$ cat config.mk
export PLATFORM = sky130hd
export DESIGN_NAME = sound_sequencer
export DESIGN_NICKNAME = d
export VERILOG_FILES = /design/src/rtl/sound_sequencer.sv
export SDC_FILE = /design/constraint.sdc
export NUM_CORES = 1
export LEC_CHECK = 0
export CORE_MARGIN = 2
export CORE_UTILIZATION = 35
export CTS_CLUSTER_DIAMETER = 60
export DETAILED_ROUTE_END_ITERATION = 8
export PLACE_DENSITY_LB_ADDON = 0.15
export SYNTH_ARGS = -nofsm -noshare
export SYNTH_HDL_FRONTEND = slang
export SYNTH_SLANG_ARGS = --single-unit
$ cat constraint.sdc
create_clock -name clk -period 2.55 [get_ports clk]
set_clock_uncertainty 0.05 [all_clocks]
set_input_delay 0.51 -clock clk [delete_from_list [all_inputs] [get_ports clk]]
set_output_delay 0.51 -clock clk [all_outputs]
set_load 0.005 [all_outputs]
$ cat src/rtl/sound_sequencer.sv
// Queues {sample, duration} sound requests and plays them back to back into the codec driver.
// Each sound starts with a fresh rising edge on sound_in, and a fixed silent gap separates consecutive sounds.
module sound_sequencer #(
    parameter int CLK_FREQ_HZ = 50_000_000,
    parameter int TICK_HZ     = 1000,
    parameter int FIFO_DEPTH  = 4,
    parameter int DUR_WIDTH   = 12,
    parameter int GAP_TICKS   = 20
) (
    input  logic                          clk,
    input  logic                          rst_n,
    input  logic                          req_valid,
    output logic                          req_ready,
    input  logic                          req_sample,
    input  logic [DUR_WIDTH-1:0]          req_duration,
    input  logic                          enable,
    input  logic                          abort,
    output logic                          sound_en,
    output logic                          sound_in,
    output logic                          sound_sample,
    output logic                          busy,
    output logic [$clog2(FIFO_DEPTH):0]   queue_count
);
    localparam int DIV = CLK_FREQ_HZ / TICK_HZ;
    localparam int PW  = (DIV > 1) ? $clog2(DIV) : 1;
    localparam int AW  = $clog2(FIFO_DEPTH);
    localparam int GW  = $clog2(GAP_TICKS + 1);
    localparam int CW  = (DUR_WIDTH > GW) ? DUR_WIDTH : GW;
    localparam logic [PW-1:0] PRESC_LAST = PW'(DIV - 1);
    localparam logic [CW-1:0] GAP_LOAD   = CW'(GAP_TICKS);
    localparam logic [AW:0]   FULL_COUNT = (AW + 1)'(FIFO_DEPTH);

    typedef enum logic [1:0] {
        ST_IDLE = 2'd0,
        ST_SKIP = 2'd1,
        ST_PLAY = 2'd2,
        ST_GAP  = 2'd3
    } state_t;

    typedef struct packed {
        logic                 sample;
        logic [DUR_WIDTH-1:0] dur;
    } entry_t;

    state_t        state_q, state_d;
    entry_t        fifo_mem_q [FIFO_DEPTH];
    entry_t        fifo_mem_d [FIFO_DEPTH];
    logic [AW-1:0] wr_ptr_q, wr_ptr_d;
    logic [AW-1:0] rd_ptr_q, rd_ptr_d;
    logic [AW:0]   count_q, count_d;
    logic [PW-1:0] presc_q, presc_d;
    logic [CW-1:0] cnt_q, cnt_d;
    logic          sample_q, sample_d;
    logic          sound_in_q, sound_in_d;
    logic          sound_en_q, sound_en_d;
    logic          push_s, pop_s, dispatch_s, tick_s, fifo_empty_s;
    entry_t        head_s;

    // A full FIFO refuses a push even if it pops in the same cycle
    assign req_ready    = (count_q != FULL_COUNT);
    assign push_s       = req_valid && req_ready && !abort;
    assign tick_s       = (presc_q == PRESC_LAST);
    assign fifo_empty_s = (count_q == '0);
    assign head_s       = fifo_mem_q[rd_ptr_q];

    // Sequencing FSM: tick countdown, dispatch of the FIFO head, output next values
    always_comb begin
        state_d    = state_q;
        cnt_d      = cnt_q;
        sample_d   = sample_q;
        pop_s      = 1'b0;
        dispatch_s = 1'b0;
        sound_in_d = 1'b0;
        sound_en_d = 1'b0;
        if (tick_s) begin
            presc_d = '0;
        end else begin
            presc_d = presc_q + PW'(1);
        end
        case (state_q)
            ST_IDLE, ST_SKIP: dispatch_s = 1'b1;
            ST_PLAY: begin
                if (tick_s && (cnt_q <= CW'(1))) begin
                    state_d = ST_GAP;
                    cnt_d   = GAP_LOAD;
                    presc_d = '0;
                end else if (tick_s) begin
                    cnt_d = cnt_q - CW'(1);
                end else begin
                    cnt_d = cnt_q;
                end
            end
            ST_GAP: begin
                if (tick_s && (cnt_q <= CW'(1))) begin
                    dispatch_s = 1'b1;
                end else if (tick_s) begin
                    cnt_d = cnt_q - CW'(1);
                end else begin
                    cnt_d = cnt_q;
                end
            end
            default: state_d = ST_IDLE;
        endcase
        // Zero-duration requests pass through SKIP without touching the outputs
        if (dispatch_s && !fifo_empty_s) begin
            pop_s = 1'b1;
            if (head_s.dur == '0) begin
                state_d = ST_SKIP;
            end else begin
                state_d  = ST_PLAY;
                cnt_d    = CW'(head_s.dur);
                sample_d = head_s.sample;
                presc_d  = '0;
            end
        end else if (dispatch_s) begin
            state_d = ST_IDLE;
        end else begin
            pop_s = 1'b0;
        end
        if (abort) begin
            state_d    = ST_IDLE;
            pop_s      = 1'b0;
            sound_en_d = 1'b0;
        end else begin
            sound_en_d = enable;
        end
        sound_in_d = (state_d == ST_PLAY);
    end

    // Request FIFO storage, pointers and occupancy
    always_comb begin
        fifo_mem_d = fifo_mem_q;
        wr_ptr_d   = wr_ptr_q;
        rd_ptr_d   = rd_ptr_q;
        count_d    = count_q;
        if (abort) begin
            wr_ptr_d = '0;
            rd_ptr_d = '0;
            count_d  = '0;
        end else begin
            if (push_s) begin
                fifo_mem_d[wr_ptr_q] = '{sample: req_sample, dur: req_duration};
                wr_ptr_d             = wr_ptr_q + AW'(1);
            end else begin
                wr_ptr_d = wr_ptr_q;
            end
            if (pop_s) begin
                rd_ptr_d = rd_ptr_q + AW'(1);
            end else begin
                rd_ptr_d = rd_ptr_q;
            end
            case ({push_s, pop_s})
                2'b10:   count_d = count_q + (AW + 1)'(1);
                2'b01:   count_d = count_q - (AW + 1)'(1);
                default: count_d = count_q;
            endcase
        end
    end

    // State and output registers
    always_ff @(posedge clk or negedge rst_n) begin
        if (!rst_n) begin
            state_q    <= ST_IDLE;
            fifo_mem_q <= '{default: '0};
            wr_ptr_q   <= '0;
            rd_ptr_q   <= '0;
            count_q    <= '0;
            presc_q    <= '0;
            cnt_q      <= '0;
            sample_q   <= 1'b0;
            sound_in_q <= 1'b0;
            sound_en_q <= 1'b0;
        end else begin
            state_q    <= state_d;
            fifo_mem_q <= fifo_mem_d;
            wr_ptr_q   <= wr_ptr_d;
            rd_ptr_q   <= rd_ptr_d;
            count_q    <= count_d;
            presc_q    <= presc_d;
            cnt_q      <= cnt_d;
            sample_q   <= sample_d;
            sound_in_q <= sound_in_d;
            sound_en_q <= sound_en_d;
        end
    end

    assign sound_in     = sound_in_q;
    assign sound_en     = sound_en_q;
    assign sound_sample = sample_q;
    assign queue_count  = count_q;
    assign busy         = (state_q != ST_IDLE) || !fifo_empty_s;

endmodule

* Word level (Yosys, flattened, before mapping) *
Index checks and enable logic that the tools add are counted.

word-level totals
  output and inout port bits = 8
  register bits = 92
  word-level logic and storage cells = 91

operators by class
  reductions and logical operators = 18
  bitwise operators = 4
  $add $sub $neg = 6
  magnitude comparators = 4
  eq/ne operators = 8
  mux-type cells = 34

operators by type and width
  operator                 count
  $mux W16                 5
  $mux W12                 5
  $bwmux W52               1
  $mux W13                 3
  $bmux W13 S2             1
  $demux W13 S2            1
  $pmux W12 S2             1
  $mux W2                  10
  $add A16 B1 Y16 const B  1
  $eq A16 B16 Y1 const B   1
  $le A12 B1 Y1 const B    1
  $logic_not A12 Y1        1
  $sub A12 B1 Y12 const B  1
  $eq A2 B2 Y1 const B     4
  $ge A3 B3 Y1 const B     2
  $not A2 Y3               2
  $pmux W3 S2              1
  $reduce_bool A2 Y1       3
  $logic_and A1 B1 Y1      5
  $add A2 B1 Y2 const B    2
  $eq A2 B1 Y1 const B     2
  $mux W1                  4
  $reduce_and A2 Y1        2
  $add A3 B1 Y3 const B    1
  12 further kinds         14

* Logic depth before layout (Yosys ltp) *
Gate-level depths: netlist (run 1).

  depth after elaboration = 10
  depth in mapped cells = 11

* Worst setup path after synthesis (run 1) *
No wires, ideal clock.

  path type = register to register
  start = reg cnt_q[0]
  end = reg count_q[2] (netlist: queue_count[2])
  buffers on the path = 1
  cell stages (with the launch flop) = 12
  data arrival time = 2614 ps
  data required time = 2372 ps
  period minus slack after synthesis = 2792 ps
  library setup time = 128 ps
  setup slack = -242 ps
  cells stage by stage = dfrtp_1 > inv_1 > ha_1 > or2_1 > and4_1 > buf_2 > a31oi_1 > nor4_1 > fa_1 > nor3_1 > a22oi_1 > mux2_1

between the ends
  longest elaborated chain between the ends = 10
  elaborated cells on any way between the ends = 12

RTL lines
  what                                                 RTL line  text
  start: declaration                                   52        logic [CW-1:0] cnt_q, cnt_d;
  start signal: assignment                             180       cnt_q <= cnt_d;
  $le A12 B1 Y1 *                                      94        if (tick_s && (cnt_q <= CW'(1))) begin
  $logic_and A1 B1 Y1 *                                94
  $mux W1 *                                            94
  $pmux W1 S2 *                                        80        case (state_q)
  $logic_and A1 B1 Y1 *                                105       if (dispatch_s && !fifo_empty_s) begin
  $mux W1 *                                            105
  $mux W1 *                                            120       if (abort) begin
  $eq A2 B1 Y1 / $eq A2 B2 Y1 (equally long branches)  152       case ({push_s, pop_s})
  $pmux W3 S2                                          152
  $mux W3                                              136       if (abort) begin
  end signal: assignment                               178       count_q <= count_d;
  end: declaration                                     50        logic [AW:0] count_q, count_d;

Every way passes the cells marked *; elsewhere a longest branch is shown, timed or not.
A chain may end at the register's enable or synchronous reset.

* Worst setup path in the final report (run 1) *
  start = reg cnt_q[0]
  end = reg cnt_q[10]

between the ends
  longest elaborated chain between the ends = 6
  elaborated cells on any way between the ends = 12

RTL lines
  what                                                     RTL line
  $sub A12 B1 Y12 / $le A12 B1 Y1 (equally long branches)  -
  $mux W12 / $logic_and A1 B1 Y1 (equally long branches)   -
  $mux W12 (tied with other cells)                         94
  $pmux W12 S2 / $pmux W1 S2 (equally long branches)       80
  $mux W12 / $logic_and A1 B1 Y1 (equally long branches)   107, 105
  $mux W12 *                                               105
  named net cnt_d[10]                                      52

The timed path passes the listed nets; every way through them passes the cells marked *.

==> metrics.md, run 1 <==
| Metric | Value |
|---|---|
| Reg2reg end | cnt_q[10]$_DFF_PN0_ |
| Tightest Pin Transition | 463.1 ps |
| H-tree Lvls | 3 |
| Grt ovf | 0 |
| First-pass iteration count of the detailed router | 4 |
| R2R depth | 7 |
| Hold Path Class | input port to asynchronous set/reset pin |
| Largest net degree at the start of global routing | 42 |
| Initial DRC Count | 172 |
| Most frequent cells after synthesis | 92 x dfrtp_1, 59 x mux2_1, 32 x nor2_1 |
| Worst-path cell chain | inv_1 -> ha_4 -> or3b_1 -> or4_4 -> or4b_4 -> xnor2_1 -> a22o_1 |
| Fillers | 1228 |
| Final Non-Filler Cells | 616 |
| Cts hold-fix bufs | 0 |
| Max cap viols | 0 |
| Tot GR Track Use | 16.14% |
| Minimum clock period | 2450 ps |
| Area taken by multi-input logic gates | 2288 um^2 |
| Slew Viols, Final | 0 |
| Clock share of power | 20.6% |
| Yosys reg bits | 92 |
| Crit-path slowest cell | or4b_4 |
| Crit path capture type | flip-flop |
| Mean post-synth cell area | 12.41 um^2 |
| Endpoints failing hold | 0 |
| Clk_lat worst skew | 350 ps |
| P_leak | 2.477 nW |
| Status | finished clean |
| Post-synthesis cell area | 4631 um^2 |
| Initial antenna violation count | 0 |
| Synth Warn # | 0 |
| Clock buffer depth | 2 |
| CTS tree | done |
| Crit path max-delay family | simple AND/OR/NAND/NOR gates |
| Ys flop type | dfrtp_1 |
| # diodes | 0 |
| Seq/Total Area, Yosys | 49.72% |
| Top cell type's share of synthesized area | 49.72% |
| Die height | 119.0 um |
| Dominant cell type by area after synthesis | dfrtp_1 |
| Crit path from | cnt_q[0]$_DFF_PN0_ |
| Synth area leaders | dfrtp_1 50%, mux2_1 14%, mux4_2 6.3% |
| Core ar. | 13090 um^2 |
| Final Cycle Share | 96.06% |
| CTS root buf | clkbuf_16 |
| Post-synth EDFFs | 0 |
| Die W | 119.0 um |
| Crit path max fanout | 4 |
| WL final | 10580 um |
| Sequential share of power | 37.7% |
| Critical Path AT | 2640 ps |
| Asr flop ratio synth | 100.0% |
| Starting density of the core | 35.39% |
| Share of post-route cells with drive strength above 1 | 20.91% |
| Power Dens Cells | 1117 nW/um^2 |
| First-pass GRT wire length | 17630 um |
| Die area | 14170 um^2 |
| Net Sw Frac | 35.01% |
| DRC viols | 0 |
| Relative slew margins | 68.89% |
| I/O Buffers | 25 |
| DR vias/cell | 5.273 |
| Startpoint types | flip-flop |
| Crit-path max cell delay | 490 ps |
| WS Path Type | flip-flop to flip-flop |
| Worst VDD drop | 0.5640 mV |
| Area growth from synthesis to layout | 24.16% |
| Worst reg2reg startpoint | cnt_q[0]$_DFF_PN0_ |
| Routed WL per cell | 17.18 um |
| ANT nets after route | 0 |
| Via count | 3248 |
| Worst setup path end | cnt_q[10]$_DFF_PN0_ |
| Count leader, synth | dfrtp_1 |
| Worst path depth | 7 |
| Max Clk Rate | 408.2 MHz |
| TritonCTS Buffers | 9 |
| Cell row count | 42 |
| Comb power frac | 41.7% |
| Layout net count | 461 |
| Io pins | 26 |
| Net count after synthesis | 399 |
| Required time of the critical path | 2740 ps |
| Vias in the first global route | 3355 |
| Setup Viol. Count Final | 0 |
| Yosys cell types | 53 |
| Sw power | 0.002249 W |
| Placed insts | 598 |
| Reg-to-reg setup timing slack | 100 ps |
| Register Area | 2302 um^2 |
| Setup TNS | 0 ps |
| Int Pwr | 0.004175 W |
| Reg clk slew, reported paths | 70 ps |
| Clk sinks | 92 |
| Crit path buf inv count | 1 |
| Post-synthesis cell count | 373 |
| Final GP Congestion | 0.8172 |
| HPWL Detailed | 7478 um |
-- layout make-up --
class	instances	area share, %
Clock buffer	11	4.396
Inverter	9	0.5876
Tap cell	176	3.830
Timing Repair Buffer	68	10.58
Clock inverter	5	0.7617
Multi-Input combinational cell	255	39.80
Sequential cell	92	40.04
-- metrics by stage --
| step | power, W | utilization [%] | worst slack, ps | cell area, um^2 | hold slack, ps |
|---|---|---|---|---|---|
| detailed placement | 0.005083 | 41.28 | 85.34 | 5401 | 406.2 |
| CTS | 0.006448 | 43.55 | 70.38 | 5698 | 25.09 |
| global placement | 0.005040 | 41.28 | 106.4 | 5401 | 406.0 |
| global route | 0.006875 | 43.94 | -8.659 | 5749 | 44.49 |
| floorplan | 0.004108 | - | 3.232 | 4691 | 164.4 |
| finish | 0.006424 | 43.94 | 100.5 | 5749 | 19.43 |
-- cell families (layout without fill, tap and decap cells) --
group / after synthesis / after routing / share of synthesized area, %
adders and majority gates: 8 / 8 / 2.324
buffers and inverters: 26 / 93 / 2.810
AOI/OAI and AO/OA: 38 / 38 / 6.188
DFF: 92 / 92 / 49.72
xor gates and xnor gates: 18 / 18 / 3.404
muxes: 77 / 77 / 21.78
and+or+nand+nor: 114 / 114 / 13.78
-- routing by layer --
| layer | global-route usage, % | part of all wire (%) | vias to the layer above |
|---|---|---|---|
| met5 | 0 | 0 | - |
| met4 | 6.771 | 1.6 | 0 |
| met3 | 3.017 | 4.7 | 11 |
| met2 | 25.83 | 48 | 69 |
| met1 | 21.54 | 45 | 1658 |
| li1 | - | - | 1510 |
-- cells in the final DEF, fill, tap and decap left out, types with 5 or more instances in the layout --
| cell | n |
|---|---|
| a21oi_1 | 7 |
| and3_1 | 12 |
| buf_4 | 41 |
| clkbuf_16 | 9 |
| clkdlybuf4s50_1 | 24 |
| dfrtp_1 | 92 |
| ha_1 | 5 |
| inv_1 | 9 |
| mux2_1 | 59 |
| mux4_2 | 13 |
| nand2_1 | 7 |
| nand3_1 | 10 |
| nand4_1 | 6 |
| nor2_1 | 32 |
| nor3_1 | 10 |
| o211ai_1 | 5 |
| xnor2_1 | 13 |
| xor2_1 | 5 |
-- power groups by stage --
| stage | Combinational, W | Clock (W) | Sequential, W |
|---|---|---|---|
| after floorplan | 0.00176 | 0 | 0.00235 |
| after global placement | 0.00261 | 0 | 0.00243 |
| after detailed placement | 0.00263 | 0 | 0.00245 |
| after CTS | 0.00265 | 0.00138 | 0.00242 |
| after global routing | 0.00295 | 0.00143 | 0.00250 |
| final | 0.00268 | 0.00133 | 0.00242 |
-- sequential cells by signal, indices dropped and copies added (netlist names) --
signal        cells
cnt_q            12
fifo_mem_q       52
presc_q          16
queue_count       3
rd_ptr_q          2
sound_en          1
sound_in          1
sound_sample      1
state_q           2
wr_ptr_q          2
-- how the worst min path moves through the flow --
stage	start	end	slack [ps]	cells after the start
floorplan	rst_n	cnt_q[0]$_DFF_PN0_	160	0
global placement	rst_n	presc_q[6]$_DFF_PN0_	410	1
detailed placement	rst_n	presc_q[8]$_DFF_PN0_	410	1
CTS	rst_n	presc_q[6]$_DFF_PN0_	30	1
global route	rst_n	presc_q[8]$_DFF_PN0_	40	1
finish	rst_n	presc_q[8]$_DFF_PN0_	20	1
-- what timing repair did --
action / CTS / global route
buffers inserted: 0 / 2
resized for setup: 0 / 9
setup endpoints to repair: 0 / 8
Note: power is estimated with default switching activity, not from simulation.
==> run 2, diff against run 1 <==
Settings changed: CTS_BUF_LIST from default to sky130_fd_sc_hd__clkbuf_2, CTS_CLUSTER_DIAMETER 60 to 150, SETUP_SLACK_MARGIN from default to 0.3.
==> metrics.md, run 2 (synthesis gave the netlist of run 1 again) <==
| Metric | Value |
|---|---|
| Minimum clock period | 2425 ps (was 2450 ps) |
| DR vias/cell | 5.155 (was 5.273) |
| Vias in the first global route | 3231 (was 3355) |
| Final Util | 44.82% (was 43.94%) |
| Sequential share of power | 38.5% (was 37.7%) |
| First-pass GRT wire length | 17390 um (was 17630 um) |
| Tot GR Track Use | 15.81% (was 16.14%) |
| Die area | 14170 um^2 (unchanged) |
| Net Sw Frac | 36.90% (was 35.01%) |
| Initial DRC Count | 177 (was 172) |
| Reg clk slew, reported paths | 250 ps (was 70 ps) |
| Final Cycle Share | 95.10% (was 96.06%) |
| Worst VDD drop | 0.4125 mV (was 0.5640 mV) |
| HPWL Detailed | 7322 um (was 7478 um) |
| Status | finished clean (unchanged) |
| Area growth from synthesis to layout | 26.64% (was 24.16%) |
| Crit path capture type | flip-flop (unchanged) |
| GR Util met3 | 2.826% (was 3.017%) |
| Setup Viol. Count Final | 0 (unchanged) |
| Highest-count cells in the layout ignoring fill and taps | 91 x dfrtp_1, 58 x mux2_1, 46 x buf_4 (was 92 x dfrtp_1, 59 x mux2_1, 41 x buf_4) |
| Final setup margin | 124.9 ps (was 100.5 ps) |
| Unrepaired setup endpoints after global routing | yes |
| Io pins | 26 (unchanged) |
| WS Path Type | flip-flop to flip-flop (unchanged) |
| Commonest non-fill, non-tap cell in the layout | dfrtp_1 (unchanged) |
| Required time of the critical path | 3000 ps (was 2740 ps) |
| Routed WL per cell | 16.86 um (was 17.18 um) |
| Core ar. | 13090 um^2 (unchanged) |
| P_leak | 2.561 nW (was 2.477 nW) |
| Clock buffer depth | 2 (unchanged) |
| Setup TNS | 0 ps (unchanged) |
| Comb power frac | 49.3% (was 41.7%) |
| Die W | 119.0 um (unchanged) |
| Layout net count | 477 (was 461) |
| # diodes | 0 (unchanged) |
| Reg-to-reg setup timing slack | 120 ps (was 100 ps) |
| Met2 usage | 24.46% (was 25.83%) |
| Max Clk Rate | 412.4 MHz (was 408.2 MHz) |
| Starting density of the core | 35.39% (unchanged) |
| Max reg flops | 52 (unchanged) |
| Initial antenna violation count | 0 (unchanged) |
| Startpoint types | flip-flop (unchanged) |
| Die height | 119.0 um (unchanged) |
| Grt ovf | 0 (unchanged) |
| Place WS | 84.60 ps (was 85.34 ps) |
| Crit path max fanout | 4 (unchanged) |
| Relative slew margins | 61.26% (was 68.89%) |
| Critical Path AT | 2880 ps (was 2640 ps) |
| Total Power | 0.006326 W (was 0.006424 W) |
| Tightest Pin Transition | 581.2 ps (was 463.1 ps) |
| Largest net degree at the start of global routing | 45 (was 42) |
| Clk sinks | 92 (unchanged) |
| WL final | 10650 um (was 10580 um) |
| First-pass iteration count of the detailed router | 4 (unchanged) |
| CTS root buf | clkbuf_2 (was clkbuf_16) |
| Worst reg2reg startpoint | cnt_q[1]$_DFF_PN0_ (was cnt_q[0]$_DFF_PN0_) |
| TritonCTS Buffers | 9 (unchanged) |
| Power Dens Cells | 1079 nW/um^2 (was 1117 nW/um^2) |
| Most flop-heavy register | fifo_mem_q (unchanged) |
| Crit path from | cnt_q[1]$_DFF_PN0_ (was cnt_q[0]$_DFF_PN0_) |
| Sw power | 0.002334 W (was 0.002249 W) |
| Final GP Congestion | 0.8129 (was 0.8172) |
| Share of post-route cells with drive strength above 1 | 28.73% (was 20.91%) |
| H-tree Lvls | 3 (unchanged) |
| GR peak layer | met2 (unchanged) |
| ANT nets after route | 0 (unchanged) |
| Int Pwr | 0.003992 W (was 0.004175 W) |
| Regs by FF count | fifo_mem_q: 52 flops, presc_q: 16 flops, cnt_q: 12 flops (unchanged) |
| DRC viols | 0 (unchanged) |
| Clk_lat worst skew | 590 ps (was 350 ps) |
| Slew Viols, Final | 0 (unchanged) |
| Max cap viols | 0 (unchanged) |
| Via count | 3258 (was 3248) |
| Cell row count | 42 (unchanged) |
| Met1 Use GR | 22.15% (was 21.54%) |
| CTS tree | done (unchanged) |
| Endpoints failing hold | 0 (unchanged) |
| Clock share of power | 12.2% (was 20.6%) |
| I/O Buffers | 25 (unchanged) |
| Hold Path Class | input port to asynchronous set/reset pin (unchanged) |
## run 2: cell types whose count changed in the layout (fill, tap and decap cells not counted), moves of 4 or more
cell             change
clkbuf_16            -8
nor2_2               +4
nor2_1               -4
clkdlybuf4s50_1      -5
buf_6               +11
clkbuf_2             +9
buf_4                +5
## run 2: worst paths after layout
path                                              endpoint  depth (start not counted)
worst min register to register  fifo_mem_q[10]$_DFFE_PN0P_                          1
max in group asynchronous             presc_q[0]$_DFF_PN0_                          3
min in group clk                        sound_en$_DFF_PN0_                          2
worst max-delay path                   cnt_q[10]$_DFF_PN0_                          7
worst max register to register         cnt_q[10]$_DFF_PN0_                          7
worst min-delay path                 presc_q[14]$_DFF_PN0_                          2
## run 2: worst max-delay path, stage by stage (launching register included)
cell	delay [ps]
dfrtp_1	450
inv_2	90
ha_4	150
or3b_1	360
or4_4	430
or4b_4	500
xnor2_1	140
a22o_1	200
## run 2: layer usage
layer  vias up  share of wire (%)
li1       1537                  -
met1      1652                 48
met2        57                 48
met3        12                2.9
met4         0                1.5
met5         -                  0
## run 2: layout make-up
type	instances	area (um^2)
clock buffers	9	45.04
clock inverters	7	77.57
fillers	1235	7221
inverters	9	33.78
multi-input cells	255	2396
flip-flops and latches	92	2303
well taps	176	220.2
repair buffers	84	788.3
## run 2: what timing repair did
item                       4_1_cts  5_1_grt
cloned                           0        2
hold endpoints to repair        42        0
setup buffers                   12        9
resized for setup               24       35
pin swaps                        4        6
hold buffers                     1        0
setup endpoints to repair       38       84
## run 2: power by group through the flow
stage               logic [W]  clock network [W]  registers (W)
detailed placement    0.00258                  0        0.00247
floorplan             0.00177                  0        0.00235
finish                0.00312           0.000774        0.00243
global placement      0.00256                  0        0.00246
CTS                   0.00288           0.000807        0.00242
global route          0.00339           0.000863        0.00251
## run 2: per-stage QoR
stage,cell area (um^2),cells,hold slack [ps]
after floorplan,4701,373,164.4
after global placement,5361,592,414.8
after detailed placement,5361,592,427.1
after CTS,5655,621,323.5
after global routing,5864,632,346.1
final,5864,632,371.4
==> run 3, diff against run 2 <==
Settings changed: REMOVE_ABC_BUFFERS from default to 1.
==> metrics.md, run 3 (synthesis gave the netlist of run 1 again) <==
| Metric | Value |
|---|---|
| Worst VDD drop | 0.4194 mV (was 0.4125 mV) |
| Final Cycle Share | 99.75% (was 95.10%) |
| Crit path capture type | flip-flop (unchanged) |
| Unrepaired setup endpoints after global routing | yes (unchanged) |
| R2R depth | 8 (was 7) |
| Design area | 6182 um^2 (was 5864 um^2) |
| Final Non-Filler Cells | 656 (was 632) |
| Clk sinks | 92 (unchanged) |
| Starting density of the core | 35.39% (unchanged) |
| Clk_lat worst skew | 610 ps (was 590 ps) |
| Share of post-route cells with drive strength above 1 | 35.63% (was 28.73%) |
| Required time of the critical path | 3010 ps (was 3000 ps) |
| Core ar. | 13090 um^2 (unchanged) |
| Area after DPL | 5438 um^2 (was 5361 um^2) |
| I/O Buffers | 25 (unchanged) |
| WS Path Type | flip-flop to flip-flop (unchanged) |
| P_leak | 2.691 nW (was 2.561 nW) |
| Routed WL per cell | 17.27 um (was 16.86 um) |
| Layout net count | 501 (was 477) |
| Max cap viols | 0 (unchanged) |
| First-pass iteration count of the detailed router | 4 (unchanged) |
| Crit-path slowest cell | or4b_4 (unchanged) |
| Highest-count cells in the layout ignoring fill and taps | 91 x dfrtp_1, 63 x buf_4, 52 x mux2_1 (was 91 x dfrtp_1, 58 x mux2_1, 46 x buf_4) |
| Reg2reg end | cnt_q[10]$_DFF_PN0_ (unchanged) |
| Die height | 119.0 um (unchanged) |
| Crit-path max cell delay | 510 ps (was 500 ps) |
| Die W | 119.0 um (unchanged) |
| DRC viols | 0 (unchanged) |
| Endpoints failing hold | 0 (unchanged) |
| Status | finished clean (unchanged) |
| Worst reg2reg startpoint | cnt_q[0]$_DFF_PN0_ (was cnt_q[1]$_DFF_PN0_) |
| Max reg flops | 52 (unchanged) |
| Reg clk slew, reported paths | 240 ps (was 250 ps) |
| HPWL Detailed | 7607 um (was 7322 um) |
| Largest net degree at the start of global routing | 43 (was 45) |
| Max Clk Rate | 393.2 MHz (was 412.4 MHz) |
| Total Power | 0.006783 W (was 0.006326 W) |
| Minimum clock period | 2544 ps (was 2425 ps) |
| Crit path from | cnt_q[0]$_DFF_PN0_ (was cnt_q[1]$_DFF_PN0_) |
| Slew Viols, Final | 0 (unchanged) |
| Initial antenna violation count | 0 (unchanged) |
| Initial DRC Count | 183 (was 177) |
| CTS tree | done (unchanged) |
| Power Dens Cells | 1097 nW/um^2 (was 1079 nW/um^2) |
| First-pass GRT wire length | 18660 um (was 17390 um) |
| Commonest non-fill, non-tap cell in the layout | dfrtp_1 (unchanged) |
| Most flop-heavy register | fifo_mem_q (unchanged) |
| Setup Viol. Count Final | 0 (unchanged) |
| H-tree Lvls | 3 (unchanged) |
| Crit path max fanout | 2 (was 4) |
| Relative slew margins | 58.87% (was 61.26%) |
| WL final | 11330 um (was 10650 um) |
| Final Util | 47.25% (was 44.82%) |
| TritonCTS Buffers | 9 (unchanged) |
| Final GP Congestion | 0.8348 (was 0.8129) |
| Startpoint types | flip-flop (unchanged) |
| Setup TNS | 0 ps (unchanged) |
| Via count | 3413 (was 3258) |
| ANT nets after route | 0 (unchanged) |
| Critical Path AT | 3010 ps (was 2880 ps) |
| Regs by FF count | fifo_mem_q: 52 flops, presc_q: 16 flops, cnt_q: 12 flops (unchanged) |
| Cell row count | 42 (unchanged) |
| # diodes | 0 (unchanged) |
| Placed insts | 610 (was 592) |
| Tightest Pin Transition | 616.9 ps (was 581.2 ps) |
| Io pins | 26 (unchanged) |
| DR vias/cell | 5.203 (was 5.155) |
| Area growth from synthesis to layout | 33.50% (was 26.64%) |
| Hold Path Class | input port to asynchronous set/reset pin (unchanged) |
| Tot GR Track Use | 17.05% (was 15.81%) |
| CTS root buf | clkbuf_2 (unchanged) |
| Clock buffer depth | 2 (unchanged) |
| Die area | 14170 um^2 (unchanged) |
| Reg-to-reg setup timing slack | 6 ps (was 120 ps) |
| Vias in the first global route | 3594 (was 3231) |
| Worst-path cell chain | inv_2 -> ha_4 -> buf_6 -> or3b_4 -> or4_4 -> or4b_4 -> xnor2_2 -> a22o_1 (was inv_2 -> ha_4 -> or3b_1 -> or4_4 -> or4b_4 -> xnor2_1 -> a22o_1) |
| Grt ovf | 0 (unchanged) |
-- run 3: layout make-up --
class / count / area [um^2]
inverter: 9 / 33.78
clock inverter: 6 / 40.04
fill: 1192 / 6903
sequential: 92 / 2303
clock buffer: 10 / 50.05
timing repair buffer: 107 / 987.2
tap: 176 / 220.2
multi-input combinational: 256 / 2547
-- run 3: per-layer routing --
layer | share of wire (%) | GRT usage, % | wire length, um
met4 | 1.6 | 5.506 | 178
met1 | 43 | 20.98 | 4823
met2 | 52 | 28.81 | 5907
met5 | 0 | 0 | 0
met3 | 3.7 | 4.981 | 420
-- run 3: what timing repair did --
action / in CTS / in global routing
hold buffers: 1 / 0
resized for setup: 59 / 44
pin swaps: 7 / 6
setup endpoints to repair: 39 / 38
buffers inserted: 22 / 5
endpoints found under the hold margin: 39 / 0
cloned: 2 / 0
-- run 3: how the worst max path moves through the flow --
| stage | endpoint | slack, ps | depth (start not counted) |
|---|---|---|---|
| after floorplan | queue_count[2]$_DFFE_PN0P_ | -230 | 9 |
| after global placement | cnt_q[6]$_DFF_PN0_ | 40 | 6 |
| after detailed placement | queue_count[2]$_DFFE_PN0P_ | -20 | 10 |
| after CTS | cnt_q[10]$_DFF_PN0_ | 50 | 8 |
| after global routing | queue_count[2]$_DFFE_PN0P_ | -60 | 10 |
| final | cnt_q[10]$_DFF_PN0_ | 6 | 8 |
-- run 3: critical path, delay by kind of cell (launching register included) --
kind | cells | cell delay [ps]
adder cells (fa/ha/maj) | 1 | 140
buffers and inverters | 2 | 180
AO/OA/AOI/OAI | 1 | 210
XOR/XNOR | 1 | 150
flip-flops | 1 | 450
AND/OR/NAND/NOR | 3 | 1300
-- run 3: report_power, final --
group	switching [W]	total, W	internal (W)
clock	0.000514	0.000645	0.000131
sequential	0.000354	0.00239	0.00203
combinational	0.00167	0.00375	0.00208
-- run 3: through the flow --
step / setup WS, ps / hold slack (ps)
5_1_grt: -61.42 / 314.8
2_1_floorplan: -225.8 / 164.4
3_5_place_dp: -17.89 / 428.7
6_report: 6.448 / 382.4
4_1_cts: 45.10 / 315.4
3_3_place_gp: 36.68 / 418.3
